`config.mk`:
```
export PLATFORM = sky130hd
export DESIGN_NAME = imem_loader
export DESIGN_NICKNAME = d
export VERILOG_FILES = /design/src/rtl/imem_pkg.sv /design/src/rtl/imem_word_packer.sv /design/src/rtl/imem_loader.sv
export SDC_FILE = /design/constraint.sdc
export NUM_CORES = 1
export LEC_CHECK = 0
export ABC_AREA = 1
export CORE_MARGIN = 4
export CORE_UTILIZATION = 35
export CTS_BUF_LIST = sky130_fd_sc_hd__clkbuf_4 sky130_fd_sc_hd__clkbuf_8 sky130_fd_sc_hd__clkbuf_16
export CTS_CLUSTER_DIAMETER = 100
export CTS_CLUSTER_SIZE = 30
export DETAILED_ROUTE_END_ITERATION = 8
export PLACE_DENSITY = 0.6
export REMOVE_ABC_BUFFERS = 1
export SYNTH_ARGS = -nofsm -noshare
export SYNTH_HDL_FRONTEND = slang
export SYNTH_SLANG_ARGS = --single-unit
```
`constraint.sdc`:
```
create_clock -name clk -period 2.2 [get_ports clk]
set_input_delay 0.66 -clock clk [delete_from_list [all_inputs] [get_ports clk]]
set_output_delay 0.66 -clock clk [all_outputs]
set_load 0.01 [all_outputs]
```
`src/rtl/imem_pkg.sv`:
```
// rtl/imem_pkg.sv - shared states and constants for the instruction memory loader
package imem_pkg;

  typedef enum logic [2:0] {
    ST_IDLE  = 3'd0,
    ST_LEN   = 3'd1,
    ST_DATA  = 3'd2,
    ST_WRITE = 3'd3,
    ST_CHK   = 3'd4,
    ST_DONE  = 3'd5,
    ST_ERR   = 3'd6
  } imem_state_t;

  localparam int MEM_BYTES_DEFAULT = 256;
  localparam logic [3:0] WR_ALL = 4'b1111;

endpackage

```
`src/rtl/imem_word_packer.sv`:
```
// rtl/imem_word_packer.sv - big-endian byte-to-word assembly with running XOR checksum
module imem_word_packer (
  input  logic        clk,
  input  logic        rst_n,
  input  logic        clear,
  input  logic        idx_clear,
  input  logic        shift,
  input  logic [7:0]  byte_data,
  output logic [31:0] word,
  output logic        word_ready,
  output logic [7:0]  checksum
);

  logic [1:0] idx;

  always_ff @(posedge clk) begin
    if (!rst_n) begin
      idx      <= 2'd0;
      word     <= 32'h0;
      checksum <= 8'h00;
    end else if (clear) begin
      idx      <= 2'd0;
      checksum <= 8'h00;
    end else if (idx_clear) begin
      idx <= 2'd0;
    end else if (shift) begin
      idx      <= idx + 2'd1;
      checksum <= checksum ^ byte_data;
      // First byte of a word lands in the most significant lane
      case (idx)
        2'd0:    word[31:24] <= byte_data;
        2'd1:    word[23:16] <= byte_data;
        2'd2:    word[15:8]  <= byte_data;
        default: word[7:0]   <= byte_data;
      endcase
    end
  end

  assign word_ready = shift && (idx == 2'd3);

endmodule

```
`src/rtl/imem_loader.sv`:
```
// rtl/imem_loader.sv - framed byte-stream loader writing big-endian words into the instruction store
module imem_loader
  import imem_pkg::*;
#(
  parameter int          MEM_BYTES = MEM_BYTES_DEFAULT,
  parameter logic [31:0] BASE_ADDR = 32'h0
) (
  input  logic        clk,
  input  logic        rst_n,
  input  logic        start,
  input  logic [7:0]  rx_data,
  input  logic        rx_valid,
  output logic        rx_ready,
  output logic [3:0]  mem_byte_wr,
  output logic [31:0] mem_addr,
  output logic [31:0] mem_data,
  output logic        cpu_stall,
  output logic        busy,
  output logic        done,
  output logic        err,
  output logic [7:0]  words_loaded
);

  localparam logic [8:0] WORD_CAP = 9'(MEM_BYTES / 4);

  imem_state_t state, next_state;
  logic [7:0]  len;
  logic        xfer;
  logic        pk_clear, pk_idx_clear, pk_shift, len_load;
  logic        word_ready;
  logic [31:0] word;
  logic [7:0]  checksum;

  assign xfer = rx_valid && rx_ready;

  imem_word_packer u_packer (
    .clk        (clk),
    .rst_n      (rst_n),
    .clear      (pk_clear),
    .idx_clear  (pk_idx_clear),
    .shift      (pk_shift),
    .byte_data  (rx_data),
    .word       (word),
    .word_ready (word_ready),
    .checksum   (checksum)
  );

  always_ff @(posedge clk) begin
    if (!rst_n) begin
      state        <= ST_IDLE;
      len          <= 8'd0;
      words_loaded <= 8'd0;
      done         <= 1'b0;
      err          <= 1'b0;
    end else begin
      state <= next_state;
      if (state == ST_IDLE && start) begin
        done         <= 1'b0;
        err          <= 1'b0;
        words_loaded <= 8'd0;
      end
      if (len_load) len <= rx_data;
      if (state == ST_WRITE) words_loaded <= words_loaded + 8'd1;
      if (next_state == ST_DONE && state != ST_DONE) done <= 1'b1;
      if (next_state == ST_ERR && state != ST_ERR) err <= 1'b1;
    end
  end

  always_comb begin
    next_state   = state;
    rx_ready     = 1'b0;
    mem_byte_wr  = 4'b0000;
    pk_clear     = 1'b0;
    pk_idx_clear = 1'b0;
    pk_shift     = 1'b0;
    len_load     = 1'b0;
    case (state)
      ST_IDLE: begin
        if (start) begin
          pk_clear   = 1'b1;
          next_state = ST_LEN;
        end
      end
      ST_LEN: begin
        rx_ready = 1'b1;
        if (xfer) begin
          if (rx_data == 8'd0) begin
            next_state = ST_CHK;
          end else if ({1'b0, rx_data} > WORD_CAP) begin
            next_state = ST_ERR;
          end else begin
            len_load     = 1'b1;
            pk_idx_clear = 1'b1;
            next_state   = ST_DATA;
          end
        end
      end
      ST_DATA: begin
        rx_ready = 1'b1;
        pk_shift = xfer;
        if (word_ready) next_state = ST_WRITE;
      end
      ST_WRITE: begin
        mem_byte_wr = WR_ALL;
        next_state  = (words_loaded + 8'd1 == len) ? ST_CHK : ST_DATA;
      end
      ST_CHK: begin
        rx_ready = 1'b1;
        if (xfer) next_state = (rx_data == checksum) ? ST_DONE : ST_ERR;
      end
      ST_DONE: next_state = ST_IDLE;
      ST_ERR:  next_state = ST_IDLE;
      default: next_state = ST_IDLE;
    endcase
  end

  // Stall and busy cover exactly the frame-receiving states
  assign busy      = (state == ST_LEN) || (state == ST_DATA) ||
                     (state == ST_WRITE) || (state == ST_CHK);
  assign cpu_stall = busy;
  assign mem_addr  = BASE_ADDR + {22'd0, words_loaded, 2'b00};
  assign mem_data  = word;

endmodule

```
==> results of run 1 <==
==> worst paths after layout <==
path	start	end	slack [ps]	cells after the start
worst max-delay path	state[1]	busy	110	7
worst min-delay path	u_packer.word[20]	u_packer.word[20]	460	2
worst max register to register	words_loaded[0]	err	350	12
worst min register to register	u_packer.word[20]	u_packer.word[20]	460	2
==> state kept, by name (all words and copies together), names as in the netlist <==
register           flops
done                   1
err                    1
words_loaded           8
len                    8
u_packer.checksum      8
u_packer.idx           2
u_packer.word         32
state                  3
==> power by group <==
part	switching, mW	internal [mW]	total (mW)
logic	0.185	0.118	0.302
registers	0.0146	1.15	1.17
clock network	0.441	0.440	0.881
total	0.640	1.71	2.35
==> cell usage in the layout (no fill, tap or decap), types with 6 or more instances in the layout <==
cell	count
nor2_1	16
ha_1	6
dfxtp_1	60
clkdlybuf4s50_1	61
inv_1	27
buf_4	24
nand2_1	99
inv_2	6
o21ai_0	11
conb_1	24
xor2_1	6
clkbuf_8	10
nand3_1	57
a21oi_1	52
==> layout make-up <==
type | count | area, sq um | share of cell area (%)
Inverter | 34 | 127.6 | 3.072
Sequential cell | 63 | 1272 | 30.63
Clock inverter | 4 | 22.52 | 0.5422
Multi-Input combinational cell | 313 | 1583 | 38.10
Tap cell | 111 | 138.9 | 3.343
Timing Repair Buffer | 93 | 864.6 | 20.81
Clock buffer | 11 | 145.1 | 3.494
==> metrics by stage <==
stage / TNS (ps) / utilization (%) / total power, mW / worst slack (ps) / area [sq um]
2_1_floorplan: -12890 / - / 1.346 / -692.3 / 2967
3_3_place_gp: -425.0 / 43.35 / 1.504 / -94.81 / 3986
3_5_place_dp: -598.2 / 43.35 / 1.508 / -136.8 / 3986
4_1_cts: 0 / 45.24 / 2.386 / 4.918 / 4160
5_1_grt: 0 / 45.17 / 2.463 / 5.768 / 4154
6_report: 0 / 45.17 / 2.353 / 109.6 / 4154
==> logic make-up after synthesis <==
group,Yosys count,share of synthesized area (%)
simple gates,196,27.28
fa+ha+maj,6,2.280
xor+xnor,11,2.925
buf+inv,94,16.41
other cells,1,0.1139
flops,63,38.30
compound gates,76,12.69
==> routing by layer <==
metal / vias up / wire length, microns
met5: - / 0
met3: 6 / 593
met2: 110 / 3648
met1: 1335 / 4034
li1: 1533 / -
met4: 0 / 64
==> synthesized netlist by cell type (all sizes together) <==
cell type / number / area, sq um
nand3b: 1 / 7.510
o22ai: 1 / 12.51
o21bai: 2 / 18.77
dfxtp: 63 / 1261
ha: 6 / 75.07
a32o: 1 / 10.01
nand4: 1 / 6.260
nor3: 6 / 41.29
inv: 33 / 123.9
nand3: 60 / 315.3
a31oi: 2 / 12.51
a211oi: 1 / 7.510
o21ai: 15 / 78.82
xnor2: 5 / 43.79
clkinv: 1 / 3.750
buf: 50 / 374.1
nor2: 24 / 125.1
xor2: 6 / 52.55
or2: 1 / 6.260
a21oi: 53 / 269.0
a221oi: 1 / 8.760
clkbuf: 10 / 38.78
nand2: 103 / 396.6
conb: 1 / 3.750
==> tightest hold or removal path, cell delays in order (launching register included) <==
cell and delay [ps]:
dfxtp_1 310, nand2_1 60, a21oi_1 50
==> run_results.csv, run 1 <==
group,metric,value,unit
clock_tree,post_cts_buffers,0,
timing,fin_crit_sh,95.02,%
routing,drt_iter0_drc,120,
cells_and_area,drive_above_1_share,14.09,%
place,gp_congestion,0.8056,
clock_tree,insertion_delay,330,ps
hold_path,hold_path.class,"register to register",
cells_and_area,fin_nets,532,
clock_tree,cts_resized,20,
routing,routedWlPerCell,13.26,microns
setup_path,path_max_fanout,4,
die,die_h,105,microns
place,numPlacedInstances,614,
timing,worstMarginPinSlew,565.3,ps
cells_and_area,final_cell_count_no_fill,629,
timing,fmax,0.4784,GHz
setup_path,start_kind,"register",
timing,setup_viol,0,
clock_tree,htree_levels,3,
clock_tree,numCtsBuffers,9,
timing,report.final.hold_viol_count,0,
grt,first_global_vias,2805,
clock_tree,clk_path_buf_depth,2,
setup_path,cp_slowest_cell,"dfxtp_4",
timing,drv_slew,0,
synth,synthCells,447,
cells_and_area,fillers,925,
synth,syn_area_per_cell,7.367,sq um
die,die_w,105,microns
synth,ys_ff_latch,63,
grt,busiest_layer,"met2",
synth,synth_cell_types,37,
grt,track_usage,15.38,%
setup_path,critPathMaxStageDelay,370,ps
die,rows,35,
routing,vias_per_cell,4.744,
cells_and_area,synthToLayoutAreaGrowth,26.14,%
routing,ant_nets,0,
clock_tree,cts_sinks,63,
die,floorplan.initialDensity,35.81,%
setup_path,path_cells,"inv_2 -> nand3_2 -> nand2_1 -> inv_1 -> nand2_2 -> or2_2 -> buf_2",
timing,layout_min_cycle_time,2090,ps
job,maxCapViolations,0,
clock_tree,cts_tree,"built",
routing,dr.pass1.iters,5,
die,die_area,0.01103,sq mm
timing,skew,8.548,ps
clock_tree,cts_hold_buffers,0,
grt,grt_util_met3,4.447,%
cells_and_area,antenna_cells,0,
die,ioPinCount,93,
power,leakage,1.598,nW
timing,rsz0062_at_grt,"false",
clock_tree,clock-root-buffer,"clkbuf_8",
place,place.detailed.hpwl,6.180,mm
synth,ys_seq_area_share,38.30,%
routing,drt_wl_total,8.340,mm
grt,grt_pass1_wl,13.74,mm
power,p_per_area,566.4,mW/mm^2
timing,max_slew_margin,62.18,%
routing,drt_drc_violations_left,0,
run_status,status,"completed",
synth,syn_area,0.003293,sq mm
grt,grt_max_degree,39,
setup_path,cp_num_buf_inv,3,
grt,grt_overflow,0,
power,ir_worst_vdd,0.2711,mV
setup_path,required,1540,ps
setup_path,cp_data_arrival_time,1430,ps
die,design.core.area,0.009196,sq mm
place,io_buffers,68,
routing,num_vias,2984,
setup_path,crit_type,"register to primary output",
setup_path,endpoint_kind,"primary output",
grt,grt_use_met1,20.50,%
timing,holdWs,463.3,ps
synth,yosys_warnings,0,
grt,use_met2,23.83,%
grt,antenna_found_initial,0,
setup_path,cp_top_family,"simple AND/OR/NAND/NOR gates",
clock_tree,path_clk_slew,70,ps
No activity file was read; power rests on OpenSTA's default activity.
==> run 2: changes to the inputs <==
--- a/config.mk
+++ b/config.mk
@@ -6,13 +6,15 @@
 export NUM_CORES = 1
 export LEC_CHECK = 0
 export ABC_AREA = 1
+export CELL_PAD_IN_SITES_DETAIL_PLACEMENT = 0
+export CELL_PAD_IN_SITES_GLOBAL_PLACEMENT = 2
 export CORE_MARGIN = 4
-export CORE_UTILIZATION = 35
+export CORE_UTILIZATION = 26
 export CTS_BUF_LIST = sky130_fd_sc_hd__clkbuf_4 sky130_fd_sc_hd__clkbuf_8 sky130_fd_sc_hd__clkbuf_16
 export CTS_CLUSTER_DIAMETER = 100
 export CTS_CLUSTER_SIZE = 30
 export DETAILED_ROUTE_END_ITERATION = 8
-export PLACE_DENSITY = 0.6
+export PLACE_DENSITY = 0.77
 export REMOVE_ABC_BUFFERS = 1
 export SYNTH_ARGS = -nofsm -noshare
 export SYNTH_HDL_FRONTEND = slang
==> run_results.csv, run 2 (synthesis gave the netlist of run 1 again) <==
group,metric,value,unit
run_status,status,"completed",
die,ioPinCount,93,
setup_path,cp.depth,1,
cells_and_area,regArea,0.001270,sq mm
routing,drt_wl_total,9.125,mm
routing,drt_drc_violations_left,0,
die,rows,40,
setup_path,worstReg2RegStart,"words_loaded[0]",
setup_path,required,1540,ps
clock_tree,numCtsBuffers,9,
clock_tree,path_clk_slew,60,ps
routing,vias_per_cell,4.319,
clock_tree,clk_path_buf_depth,2,
grt,grt_overflow,0,
grt,grt_pass1_wl,14.62,mm
cells_and_area,mostFrequentLayoutCells,"nand2_1 (99), clkdlybuf4s50_1 (61), dfxtp_1 (60)",
setup_path,rr_worst_depth,12,
setup_path,setup.worst_path.end,"words_loaded[0]",
clock_tree,post_cts_buffers,0,
die,die_w,120.5,microns
routing,dr.pass1.iters,6,
place,io_buffers,68,
routing,drt_iter0_drc,171,
cells_and_area,largest_register_ffs,32,
setup_path,critPathMaxStageDelay,600,ps
power,power,2.919,mW
setup_path,critPathLaunch,"words_loaded[0]",
cells_and_area,drive_above_1_share,14.94,%
job,maxCapViolations,0,
cells_and_area,multiInputGateArea,0.001590,sq mm
routing,ant_nets,0,
setup_path,rr_endpoint,"err",
clock_tree,insertion_delay,320,ps
setup_path,cp_slowest_cell,"clkdlybuf4s50_1",
clock_tree,cts_hold_buffers,0,
cells_and_area,final_common_cell,"nand2_1",
timing,drv_slew,0,
cells_and_area,final_cell_count_no_fill,690,
cells_and_area,synthToLayoutAreaGrowth,33.51,%
timing,layout_min_cycle_time,2072,ps
setup_path,cp_top_family,"buffers and inverters",
clock_tree,cts_sinks,63,
cells_and_area,antenna_cells,0,
timing,fin_crit_sh,94.16,%
clock_tree,cts_tree,"built",
setup_path,endpoint_kind,"primary output",
hold_path,hold_path.class,"register to register",
timing,skew,6.976,ps
grt,first_global_vias,2865,
power,leakage,1.686,nW
setup_path,crit_type,"register to primary output",
setup_path,cp_data_arrival_time,1410,ps
clock_tree,htree_levels,3,
timing,setup_viol,0,
cells_and_area,fillers,1331,
cells_and_area,design_area,0.004397,sq mm
routing,num_vias,2980,
die,design.core.area,0.01221,sq mm
grt,antenna_found_initial,0,
place,gp_congestion,0.7702,
place,place.detailed.hpwl,6.729,mm
power,ir_worst_vdd,0.4986,mV
place,numPlacedInstances,674,
grt,grt_max_degree,43,
setup_path,path_cells,"clkdlybuf4s50_1",
setup_path,r2r_slack,340,ps
setup_path,cp_num_buf_inv,1,
grt,track_usage,12.50,%
cells_and_area,fin_nets,535,
cells_and_area,largest-register,"u_packer.word",
die,die_area,0.01453,sq mm
setup_path,start_kind,"register",
timing,fmax,0.4827,GHz
routing,routedWlPerCell,13.22,microns
setup_path,path_max_fanout,8,
timing,report.final.hold_viol_count,0,
die,floorplan.initialDensity,26.97,%
clock_tree,clock-root-buffer,"clkbuf_16",
power,p_per_area,663.9,mW/mm^2
place,place_area,0.004093,sq mm
die,die_h,120.5,microns
## run 2: cell types whose count changed in the layout (fill, tap and decap cells not counted), sizes merged
cell / change
buf: +1
bufinv: +1
clkbuf: +3
clkinvlp: -1
## run 2: what timing repair did
item                       in CTS  in global routing
setup endpoints to repair       7                  3
gates resized for setup        13                  6
cloned                          0                  0
## run 2: layout make-up
class                   count  area share [%]
multi-input cells         313           36.17
flip-flops and latches     63           28.88
repair buffers             96           20.46
clock buffers              12           5.777
well taps                 168           4.781
inverters                  34           2.903
clock inverters             4           1.024
## run 2: per-stage QoR
step / setup slack (ps) / hold slack [ps] / setup TNS [ps] / utilization, %
after floorplan: -692.3 / 439.2 / -12890 / -
after global placement: -120.0 / 453.4 / -1136 / 33.51
after detailed placement: -140.8 / 452.9 / -1135 / 33.51
after CTS: -25.69 / 466.5 / -51.22 / 35.98
after global routing: -1.134 / 476.4 / -1.134 / 36.00
final: 128.4 / 460.0 / 0 / 36.00
## run 2: worst min path at each step
stage | from | to | slack, ps | depth (start not counted)
2_1_floorplan | len[7] | len[7] | 440 | 2
3_3_place_gp | len[7] | len[7] | 450 | 2
3_5_place_dp | u_packer.word[12] | u_packer.word[12] | 450 | 2
4_1_cts | u_packer.word[20] | u_packer.word[20] | 470 | 2
5_1_grt | u_packer.word[2] | u_packer.word[2] | 480 | 2
6_report | u_packer.word[20] | u_packer.word[20] | 460 | 2
## run 2: report_power, final
group	internal [mW]	switching (mW)
Sequential	1.16	0.0132
Combinational	0.125	0.195
Clock	0.927	0.502
## run 2: routing by layer
| layer | global-route usage, % | wire length [microns] | vias to the layer above | part of all wire, % |
|---|---|---|---|---|
| li1 | - | - | 1534 | - |
| met5 | 0 | 0 | - | 0 |
| met2 | 19.00 | 3896 | 111 | 43 |
| met4 | 3.612 | 71 | 0 | 0.78 |
| met1 | 17.92 | 4615 | 1329 | 51 |
| met3 | 2.479 | 542 | 6 | 5.9 |
==> run 3: changes to the inputs <==
==> constraint.sdc (replaced) <==
create_clock -name clk -period 2.2 [get_ports clk]
set_input_delay 0.66 -clock clk [delete_from_list [all_inputs] [get_ports clk]]
set_output_delay 0.66 -clock clk [all_outputs]
set_load 0.05 [all_outputs]
==> run_results.csv, run 3 (synthesis gave the netlist of run 1 again) <==
group,metric,value,unit
die,floorplan.initialDensity,26.97,%
timing,fmax,0.4624,GHz
routing,num_vias,2978,
setup_path,required,1540,ps
job,maxCapViolations,0,
die,rows,40,
grt,antenna_found_initial,0,
clock_tree,cts_tree,"built",
cells_and_area,drive_above_1_share,21.31,%
grt,grt_max_degree,43,
clock_tree,insertion_delay,330,ps
timing,drv_slew,0,
clock_tree,numCtsBuffers,9,
setup_path,critPathMaxStageDelay,820,ps
cells_and_area,fin_nets,534,
timing,setup_tns,0,ps
power,ir_worst_vdd,0.3462,mV
setup_path,cp_num_buf_inv,1,
die,die_w,120.5,microns
setup_path,path_max_fanout,2,
die,die_area,0.01453,sq mm
place,gp_congestion,0.7348,
die,design.core.area,0.01221,sq mm
clock_tree,clock-root-buffer,"clkbuf_16",
timing,max_slew_margin,64.75,%
place,io_buffers,68,
routing,drt_iter0_drc,166,
timing,rsz0062_at_grt,"false",
timing,layout_min_cycle_time,2162,ps
setup_path,start_kind,"register",
cells_and_area,final_cell_count_no_fill,689,
power,p_per_area,685.7,mW/mm^2
run_status,status,"completed",
routing,routedWlPerCell,13.28,microns
cells_and_area,synthToLayoutAreaGrowth,33.36,%
clock_tree,htree_levels,3,
cells_and_area,final_common_cell,"nand2_1",
timing,skew,9.310,ps
routing,vias_per_cell,4.322,
timing,setup_viol,0,
clock_tree,path_clk_slew,50,ps
timing,layout_setup_ws,37.53,ps
cells_and_area,final_util,35.96,%
setup_path,crit_type,"register to primary output",
setup_path,r2r_slack,420,ps
power,leakage,1.760,nW
hold_path,hold_path.class,"register to register",
grt,grt_pass1_wl,14.54,mm
die,die_h,120.5,microns
cells_and_area,mostFrequentLayoutCells,"nand2_1 (99), dfxtp_1 (60), nand3_1 (57)",
setup_path,cp_slowest_cell,"clkdlybuf4s50_1",
clock_tree,cts_sinks,63,
setup_path,cp_top_family,"buffers and inverters",
routing,ant_nets,0,
routing,drt_wl_total,9.148,mm
die,ioPinCount,93,
cells_and_area,largest-register,"u_packer.word",
setup_path,endpoint_kind,"primary output",
setup_path,cp_data_arrival_time,1500,ps
cells_and_area,antenna_cells,0,
grt,track_usage,12.70,%
cells_and_area,largest_register_ffs,32,
place,place.detailed.hpwl,6.704,mm
timing,fin_crit_sh,98.29,%
grt,first_global_vias,2800,
routing,dr.pass1.iters,4,
grt,grt_overflow,0,
place,preCtsSetupSlack,-130.2,ps
place,numPlacedInstances,672,
timing,worstMarginPinSlew,527.2,ps
routing,drt_drc_violations_left,0,
setup_path,path_cells,"clkdlybuf4s50_1",
clock_tree,clk_path_buf_depth,2,
timing,report.final.hold_viol_count,0,
-- run 3: what timing repair did --
action	in CTS	in global routing
endpoints found under the setup margin	6	7
buffers inserted	1	0
endpoints found under the hold margin	0	0
resized for setup	4	6
hold buffers	0	0
-- run 3: per-layer routing --
layer / wire, microns / part of all wire, % / track usage (%)
met4: 81 / 0.89 / 3.824
met3: 560 / 6.1 / 3.789
met1: 4606 / 50 / 17.57
met2: 3900 / 43 / 19.04
met5: 0 / 0 / 0
-- run 3: final timing paths --
check	start	to	cells after the start
hold / removal	u_packer.word[20]	u_packer.word[20]	2
setup reg to reg	words_loaded[1]	err	12
hold reg to reg	u_packer.word[20]	u_packer.word[20]	2
setup / recovery	u_packer.word[26]	mem_data[26]	1
-- run 3: cell type report --
| class | instances | area [sq um] |
|---|---|---|
| Tap cell | 168 | 210.2 |
| Clock buffer | 13 | 267.8 |
| Sequential cell | 63 | 1270 |
| Timing Repair Buffer | 95 | 905.9 |
| Multi-Input combinational cell | 313 | 1593 |
| Fill cell | 1312 | 7820 |
| Inverter | 34 | 127.6 |
| Clock inverter | 3 | 17.52 |
-- run 3: tightest hold or removal path, delay by kind of cell (launching register included) --
| family | cells | cell delay (ps) |
|---|---|---|
| flops | 1 | 310 |
| simple gates | 1 | 60 |
| compound gates | 1 | 50 |
-- run 3: report_power, final --
group | internal (mW) | switching [mW] | total, mW
clock network | 0.845 | 0.505 | 1.35
registers | 1.16 | 0.0139 | 1.17
logic | 0.165 | 0.326 | 0.491
-- run 3: through the flow --
stage,hold slack [ps],area [sq um],power (mW)
CTS,465.2,4372,3.050
global placement,449.6,4073,1.680
detailed placement,455.6,4073,1.680
finish,461.7,4392,3.011
floorplan,439.2,2967,1.472
global route,483.2,4392,3.137
